<file path="src/rtl/mem_access_ctrl_if.sv">
// SRAM half-word bus between mem_access_ctrl (master) and the external SRAM (slave).
interface mem_access_ctrl_if #(
   parameter int ADDR_W = 18
);
   logic [ADDR_W-1:0] sram_addr;
   logic [15:0]       sram_dq_o;
   logic [15:0]       sram_dq_i;
   logic              sram_dq_oe;
   logic              sram_we_n;

   modport master (
      output sram_addr, sram_dq_o, sram_dq_oe, sram_we_n,
      input  sram_dq_i
   );

   modport slave (
      input  sram_addr, sram_dq_o, sram_dq_oe, sram_we_n,
      output sram_dq_i
   );
endinterface

</file>
<file path="src/rtl/mem_access_ctrl.sv">
// MEM-stage data access sequencer: one 32-bit load/store as two 16-bit SRAM phases,
// with superStall freezing the pipeline. Define MEM_CTRL_POSTED_WRITE_EN for posted stores.
module mem_access_ctrl #(
   parameter int ADDR_W      = 18,
   parameter int WAIT_STATES = 1,
   parameter int BASE_ADDR   = 1024
) (
   input  logic              clk,
   input  logic              rst,
   input  logic              MEM_R_En,
   input  logic              MEM_W_En,
   input  logic [31:0]       ALU_result,
   input  logic [31:0]       ST_val,
   output logic [31:0]       rdata,
   output logic              superStall,
   mem_access_ctrl_if.master sram
);
   localparam int            CW      = (WAIT_STATES > 0) ? $clog2(WAIT_STATES + 1) : 1;
   localparam int            WW      = ADDR_W - 1;
   localparam logic [CW-1:0] LAST    = CW'(WAIT_STATES);
   localparam bit            NO_WAIT = (WAIT_STATES == 0);
`ifdef MEM_CTRL_POSTED_WRITE_EN
   localparam bit            POSTED  = 1'b1;
`else
   localparam bit            POSTED  = 1'b0;
`endif

   typedef enum logic [2:0] {IDLE, RD_LO, RD_HI, WR_LO, WR_HI, DONE} state_t;

   state_t          state, state_nx;
   logic [CW-1:0]   cnt, cnt_nx;
   logic [WW-1:0]   word_q, word_in;
   logic [31:0]     data_q;
   logic            req, last, latch, cap_lo, cap_hi, wr_stall;
   logic [ADDR_W-1:0] addr_c;
   logic [15:0]     dq_c;
   logic            oe_c, we_n_c, stall_c;

   assign word_in  = WW'((ALU_result - 32'(BASE_ADDR)) >> 2);
   assign req      = rst & (MEM_R_En | MEM_W_En);
   assign last     = (cnt == LAST);
   // A posted store only stalls the pipeline once the next instruction asks for memory.
   assign wr_stall = POSTED ? (MEM_R_En | MEM_W_En) : 1'b1;

   always_comb begin
      state_nx = state;
      cnt_nx   = cnt;
      latch    = 1'b0;
      cap_lo   = 1'b0;
      cap_hi   = 1'b0;
      addr_c   = {word_q, 1'b0};
      dq_c     = data_q[15:0];
      oe_c     = 1'b0;
      we_n_c   = 1'b1;
      stall_c  = 1'b0;
      case (state)
         IDLE: begin
            if (req) begin
               // The request cycle is the first LO phase cycle, so the counter leaves IDLE at 1.
               latch  = 1'b1;
               addr_c = {word_in, 1'b0};
               cnt_nx = NO_WAIT ? '0 : CW'(1);
               if (MEM_R_En) begin
                  stall_c  = 1'b1;
                  cap_lo   = NO_WAIT;
                  state_nx = NO_WAIT ? RD_HI : RD_LO;
               end else begin
                  oe_c     = 1'b1;
                  we_n_c   = 1'b0;
                  dq_c     = ST_val[15:0];
                  stall_c  = !POSTED;
                  state_nx = NO_WAIT ? WR_HI : WR_LO;
               end
            end
         end
         RD_LO: begin
            stall_c = 1'b1;
            if (last) begin
               cap_lo   = 1'b1;
               cnt_nx   = '0;
               state_nx = RD_HI;
            end else begin
               cnt_nx = cnt + 1'b1;
            end
         end
         RD_HI: begin
            stall_c = 1'b1;
            addr_c  = {word_q, 1'b1};
            if (last) begin
               cap_hi   = 1'b1;
               cnt_nx   = '0;
               state_nx = DONE;
            end else begin
               cnt_nx = cnt + 1'b1;
            end
         end
         WR_LO: begin
            stall_c = wr_stall;
            oe_c    = 1'b1;
            we_n_c  = 1'b0;
            if (last) begin
               cnt_nx   = '0;
               state_nx = WR_HI;
            end else begin
               cnt_nx = cnt + 1'b1;
            end
         end
         WR_HI: begin
            stall_c = wr_stall;
            addr_c  = {word_q, 1'b1};
            dq_c    = data_q[31:16];
            oe_c    = 1'b1;
            we_n_c  = 1'b0;
            if (last) begin
               cnt_nx   = '0;
               state_nx = POSTED ? IDLE : DONE;
            end else begin
               cnt_nx = cnt + 1'b1;
            end
         end
         DONE:    state_nx = IDLE;
         default: state_nx = IDLE;
      endcase
   end

   always_ff @(posedge clk or negedge rst) begin
      if (!rst) begin
         state  <= IDLE;
         cnt    <= '0;
         word_q <= '0;
         data_q <= '0;
         rdata  <= '0;
      end else begin
         state <= state_nx;
         cnt   <= cnt_nx;
         if (latch) begin
            word_q <= word_in;
            data_q <= ST_val;
         end
         if (cap_lo) rdata[15:0]  <= sram.sram_dq_i;
         if (cap_hi) rdata[31:16] <= sram.sram_dq_i;
      end
   end

   assign superStall      = stall_c;
   assign sram.sram_addr  = addr_c;
   assign sram.sram_dq_o  = dq_c;
   assign sram.sram_dq_oe = oe_c;
   assign sram.sram_we_n  = we_n_c;
endmodule

</file>
<file path="src/flat_wrapper.sv">
// flat-port wrapper written by rule: the top's interface ports become plain ports
module mem_access_ctrl_flat 
#(
   parameter int ADDR_W      = 18,
   parameter int WAIT_STATES = 1,
   parameter int BASE_ADDR   = 1024
)
  (clk, rst, MEM_R_En, MEM_W_En, ALU_result, ST_val, rdata, superStall, sram_sram_addr, sram_sram_dq_o, sram_sram_dq_oe, sram_sram_we_n, sram_sram_dq_i);
  mem_access_ctrl_if #(.ADDR_W(ADDR_W)) sram_i ();
  input  logic clk;
  input  logic rst;
  input  logic MEM_R_En;
  input  logic MEM_W_En;
  input  logic [31:0] ALU_result;
  input  logic [31:0] ST_val;
  output logic [31:0] rdata;
  output logic superStall;
  output wire logic [$bits(sram_i.sram_addr)-1:0] sram_sram_addr;
  output wire logic [$bits(sram_i.sram_dq_o)-1:0] sram_sram_dq_o;
  output wire logic [$bits(sram_i.sram_dq_oe)-1:0] sram_sram_dq_oe;
  output wire logic [$bits(sram_i.sram_we_n)-1:0] sram_sram_we_n;
  input wire logic [$bits(sram_i.sram_dq_i)-1:0] sram_sram_dq_i;
  assign sram_sram_addr = sram_i.sram_addr;
  assign sram_sram_dq_o = sram_i.sram_dq_o;
  assign sram_sram_dq_oe = sram_i.sram_dq_oe;
  assign sram_sram_we_n = sram_i.sram_we_n;
  assign sram_i.sram_dq_i = sram_sram_dq_i;
  mem_access_ctrl #(.ADDR_W(ADDR_W), .WAIT_STATES(WAIT_STATES), .BASE_ADDR(BASE_ADDR)) u_core (.clk(clk), .rst(rst), .MEM_R_En(MEM_R_En), .MEM_W_En(MEM_W_En), .ALU_result(ALU_result), .ST_val(ST_val), .rdata(rdata), .superStall(superStall), .sram(sram_i));
endmodule
</file>
<file path="config.mk">
export PLATFORM = sky130hd
export DESIGN_NAME = mem_access_ctrl_flat
export DESIGN_NICKNAME = d
export VERILOG_FILES = /design/src/rtl/mem_access_ctrl_if.sv /design/src/rtl/mem_access_ctrl.sv /design/src/flat_wrapper.sv
export SDC_FILE = /design/constraint.sdc
export NUM_CORES = 1
export LEC_CHECK = 0
export CAP_MARGIN = 20
export CORE_ASPECT_RATIO = 0.5
export CORE_MARGIN = 3
export CORE_UTILIZATION = 30
export DETAILED_ROUTE_END_ITERATION = 10
export HOLD_SLACK_MARGIN = 0.15
export PLACE_DENSITY = 0.6
export RECOVER_POWER = 100
export SLEW_MARGIN = 10
export SYNTH_ARGS = -nofsm -noshare
export SYNTH_HDL_FRONTEND = slang
export SYNTH_SLANG_ARGS = --single-unit
</file>
<file path="constraint.sdc">
create_clock -name clk -period 2.1 [get_ports clk]
set_input_delay 0.42 -clock clk [delete_from_list [all_inputs] [get_ports clk]]
set_output_delay 0.42 -clock clk [all_outputs]
set_load 0.03 [all_outputs]
</file>
# ---- After elaboration in Yosys (flattened, before gate mapping)
# Cells that the tools add are included.
dict set report word_totals {
  regBits 85
  latchBits 0
  ramBits 0
  romBits 0
  output_inout_bits 69
  wordCells 51
  mem_count 0
}
dict set report classes {
  n_addsub 2
  mul 0
  div_mod_pow 0
  order_cmp 0
  eq_ne 8
  shifts 0
  n_mux 26
  bitwise 2
  n_reduce_logical 7
}
# op count
set op_table {}
lappend op_table {{18-bit one-hot mux with 2 select lines} 1}
lappend op_table {{16-bit 2-to-1 mux} 2}
lappend op_table {{16-bit one-hot mux with 2 select lines} 1}
lappend op_table {{19-bit by 11-bit subtractor with 19-bit output (second input constant)} 1}
lappend op_table {{18-bit 2-to-1 mux} 1}
lappend op_table {{3-bit 2-to-1 mux} 4}
lappend op_table {{3-bit one-hot mux with 4 select lines} 1}
lappend op_table {{1-bit 2-to-1 mux} 11}
lappend op_table {{2-bit by 1-bit inequality test with 1-bit output (second input constant)} 4}
lappend op_table {{1-bit one-hot mux with 2 select lines} 4}
lappend op_table {{3-bit by 2-bit equality test with 1-bit output (second input constant)} 2}
lappend op_table {{4-bit AND reduction} 1}
lappend op_table {{2-bit OR reduction} 2}
lappend op_table {{4-bit OR reduction} 1}
lappend op_table {{3-bit by 1-bit equality test with 1-bit output (second input constant)} 1}
lappend op_table {{3-bit equality test (second input constant)} 1}
lappend op_table {{3-bit logical NOT} 1}
lappend op_table {{2-bit 2-to-1 mux} 1}
lappend op_table {{2-bit AND reduction} 1}
lappend op_table {{2-bit nonzero test} 1}
lappend op_table {{1-bit adder (second input constant)} 1}
lappend op_table {{1-bit AND} 1}
lappend op_table {{1-bit OR} 1}

# ---- Logic depth before layout (Yosys ltp)
dict set report depth {
  ltp_word 4
  ltp_mapped 6
}

# ---- Least setup slack after synthesis
# OpenSTA, ideal clock, no wires.
dict set report synth_timing {
  kind {input -> output}
  startpoint {in ALU_result[10]}
  endpoint {out sram_sram_addr[15]}
  arrival_time_ns 2.016
  setup_slack_ns -0.336
  stages 5
  path_buffers 0
  cell_sequence {inv_1 -> ha_1 -> or4b_4 -> or3_1 -> a31oi_1}
}
dict set report synth_between {
  elab_chain_len 3
}
# item line
set synth_lines {}
lappend synth_lines {{from (decl)} flat_wrapper.sv:14} ;# input logic [31:0] ALU_result;
lappend synth_lines {{19-bit by 11-bit subtractor with 19-bit output} mem_access_ctrl.sv:39} ;# assign word_in = WW'((ALU_result - 32'(BASE_ADDR)) >> 2);
lappend synth_lines {{18-bit 2-to-1 mux} mem_access_ctrl.sv:58} ;# if (req) begin
lappend synth_lines {{18-bit one-hot mux with 2 select lines} mem_access_ctrl.sv:56} ;# case (state)
lappend synth_lines {{to (decl)} flat_wrapper.sv:18} ;# output wire logic [$bits(sram_i.sram_addr)-1:0] sram_sram_addr;
# Every way passes these cells.

# ---- Worst setup path after layout
dict set report layout_timing {
  startpoint {in ALU_result[17]}
  endpoint {out sram_sram_addr[17]}
}
# The elaborated chain is that of the path after synthesis.

==> metrics.txt <==
Die X=approximately 170 µm; R2R Setup Slk=0.24 ns; Max Transition Viols Final=between 60 and 70; die footprint=14500 µm²; achievable clock frequency=435 MHz; TritonCTS clock tree=yes; post-route setup TNS=-3.37 ns; Routed WL=approximately 11000 µm; Synth cell types=35; fin nets=603; largest net degree at the start of global routing=66; outcome=finished with violations; worst slew pin tran=1.66 ns; top post-synthesis cells by count=85 x dfrtp_1, 66 x mux2_2, 37 x o21ai_0; slack of the critical path=-0.200 ns; P_int=6.66 mW; DR vias/cell=4.93; clk sinks=85; Final setup viols=34; Tmin final=around 2.3 ns; Area growth, synth to finish=67.5%; Chip Height=86.8 µm; layout cells sized above 1=42.1%; clk_skew=0.00667 ns; routed len/inst=16.7 µm; crit end category=output port; total CTS buffers=9; CTS H-tree depth=3; sequential power share=between 20% and 30%; leading post-synthesis cells by cell area=dfrtp_1 54%, mux2_2 19%, o21ai_0 4.7%, a32oi_1 3.6%, nand3_1 2.0%; mapped cell area=3910 µm²; Startpoint Class=input pin; Post-Syn Instances=~330; IO buf count=137; post-route ant nets=0; maximum VDD drop=0.793 mV; first-pass GRT wire length=18800 µm; share of the synthesized area in the top cell type=54.4%; CP arrival=about 1.9 ns; power density over the cells=1680 nW/µm²; RSZ-0062 raised after global routing=yes; Worst Path Max Fanout=2; core area=between 10000 and 15000 µm²; antenna diode instance count=0; Synthesized Nets=413; Avg Cell Area, Syn=11.9 µm²; combinational power share=59.7%; Setup WS pre-CTS=-0.656 ns; Global Route Usage Sum=16.1%; cell leakage power=2.76 nW; Seq/Total Area, Yosys=54.4%; Max clock buf depth=2; starting density of the core=31.9%; Synth area leader=dfrtp_1; Hold Vio Cnt, Final=0; Worst EP required=1.68 ns; failing checks=capacitance limit, slew limit, setup timing; Post-synth EDFFs=0; Rows=28; sw frac=39.4%; CTS Root Cell=clkbuf_16; Clock power frac=14.3%; Hold WC Path Type=input pin to flip-flop; count leader, synth=dfrtp_1; Sw Pwr=4.33 mW; First-pass DRT Iterations=4; top-level port count=153; Main synth FF type=dfrtp_1; ys async rst share=100%; fin crit share=110%; initial antenna violation count=0; Setup CP Type=input pin to output port; FF+latch count, synth=85; Worst-Skew Late Latency=0.33 ns; vias in the first global route=3574; max_cap viols=1; GPL Wtd Cong=0.793; Yosys Warn Count=0; DRC=0; DRT iter0 DRCs=149; GRT overflow=0; DP HPWL=7650 µm; via count=3379; max_slew headroom=-10.7%; clock slew at reported path FFs=0.06 ns
==> cell families (layout without fill, tap and decap cells) <==
| family | count (synthesis) | in the layout | synth area share, % |
|---|---|---|---|
| AO/OA/AOI/OAI | 90 | 90 | 14.6 |
| flip-flops | 85 | 85 | 54.4 |
| multiplexers | 66 | 66 | 19.0 |
| buffers and inverters | 44 | 236 | 4.99 |
| AND/OR/NAND/NOR | 39 | 39 | 6.08 |
| XOR/XNOR | 3 | 3 | 0.672 |
| adder cells (fa/ha/maj) | 1 | 1 | 0.320 |
==> through the flow <==
stage | area (µm²) | cells | util [%] | power, mW | hold WS [ns]
after detailed placement | 5900 | 654 | 48.1 | 8.91 | 0.438
after global routing | 6550 | 685 | 53.4 | 11.6 | 0.479
final | 6550 | 685 | 53.4 | 11.0 | 0.475
after global placement | 5900 | 654 | 48.1 | 8.85 | 0.437
after floorplan | 4010 | 328 | - | 6.32 | 0.124
after CTS | 6490 | 679 | 52.9 | 11.0 | 0.448
==> area by class of cell <==
class                           instances  area (µm²)
Clock buffer                           11         253
Clock inverter                          2        35.0
Fill cell                            1072        5710
Inverter                               19        76.3
Multi-Input combinational cell        199        1820
Sequential cell                        85        2130
Tap cell                              165         206
Timing Repair Buffer                  204        2040
==> critical path, stage by stage <==
cell and delay [ns]:
clkdlybuf4s50_1 0.43, or4_1 0.47, o211a_1 0.27, a2bb2oi_4 0.15, buf_6 0.14
==> layer usage <==
layer / GRT usage [%] / routed length, µm / vias to the layer above
met5: 0 / 0 / -
met4: 5.42 / 244 / 0
met3: 3.23 / 392 / 18
met2: 27.3 / 5530 / 76
met1: 20.9 / 5280 / 1695
li1: - / - / 1590
==> placed cells by master (no fill, tap or decap), types with 2 or more instances in the layout <==
cell type,n
mux2_4,3
inv_1,17
nand2b_1,3
buf_6,24
a21oi_2,2
buf_12,12
a31oi_1,6
clkbuf_2,3
a21oi_4,2
clkbuf_8,2
xor2_1,2
mux2_2,63
a32oi_1,16
a31oi_4,4
o21ai_1,3
o21a_1,2
dfrtp_1,85
buf_4,65
clkbuf_16,10
clkdlybuf4s50_1,90
a31o_2,3
nand2_1,3
or3_4,2
nor2_1,3
dlygate4sd2_1,2
buf_2,3
nor4bb_4,2
a21oi_1,9
or4_4,2
o21ai_0,34
inv_4,2
nand3_1,16
==> sequential cells by signal (all words and copies together), names as in the netlist <==
register	cells
u_core.cnt	1
u_core.data_q	32
u_core.rdata	32
u_core.state	3
u_core.word_q	17
==> path summary, 6_finish.rpt <==
kind                                   from                  to  cells after the start
min reg2reg                u_core.rdata[17]    u_core.rdata[17]                      1
min                          ALU_result[14]   u_core.word_q[13]                      3
max in group asynchronous               rst   u_core.data_q[17]                      3
max reg2reg                 u_core.state[0]   u_core.data_q[21]                      6
max                          ALU_result[17]  sram_sram_addr[17]                      5
min in group asynchronous               rst   u_core.word_q[11]                      3
==> repair_timing <==
item	4_1_cts	5_1_grt
hold buffers	1	0
gates resized for setup	127	10
setup endpoints to repair	37	36
setup buffers	9	7
pin swaps	12	3
gates cloned	2	1
hold endpoints to repair	20	0
==> power by group through the flow <==
stage / Combinational (mW) / Clock [mW] / Sequential, mW
detailed placement: 6.04 / 0 / 2.87
global route: 6.97 / 1.67 / 2.97
floorplan: 2.90 / 0 / 3.42
CTS: 6.55 / 1.62 / 2.85
finish: 6.56 / 1.57 / 2.85
global placement: 6.00 / 0 / 2.85
(Power assumes the default switching activity.)
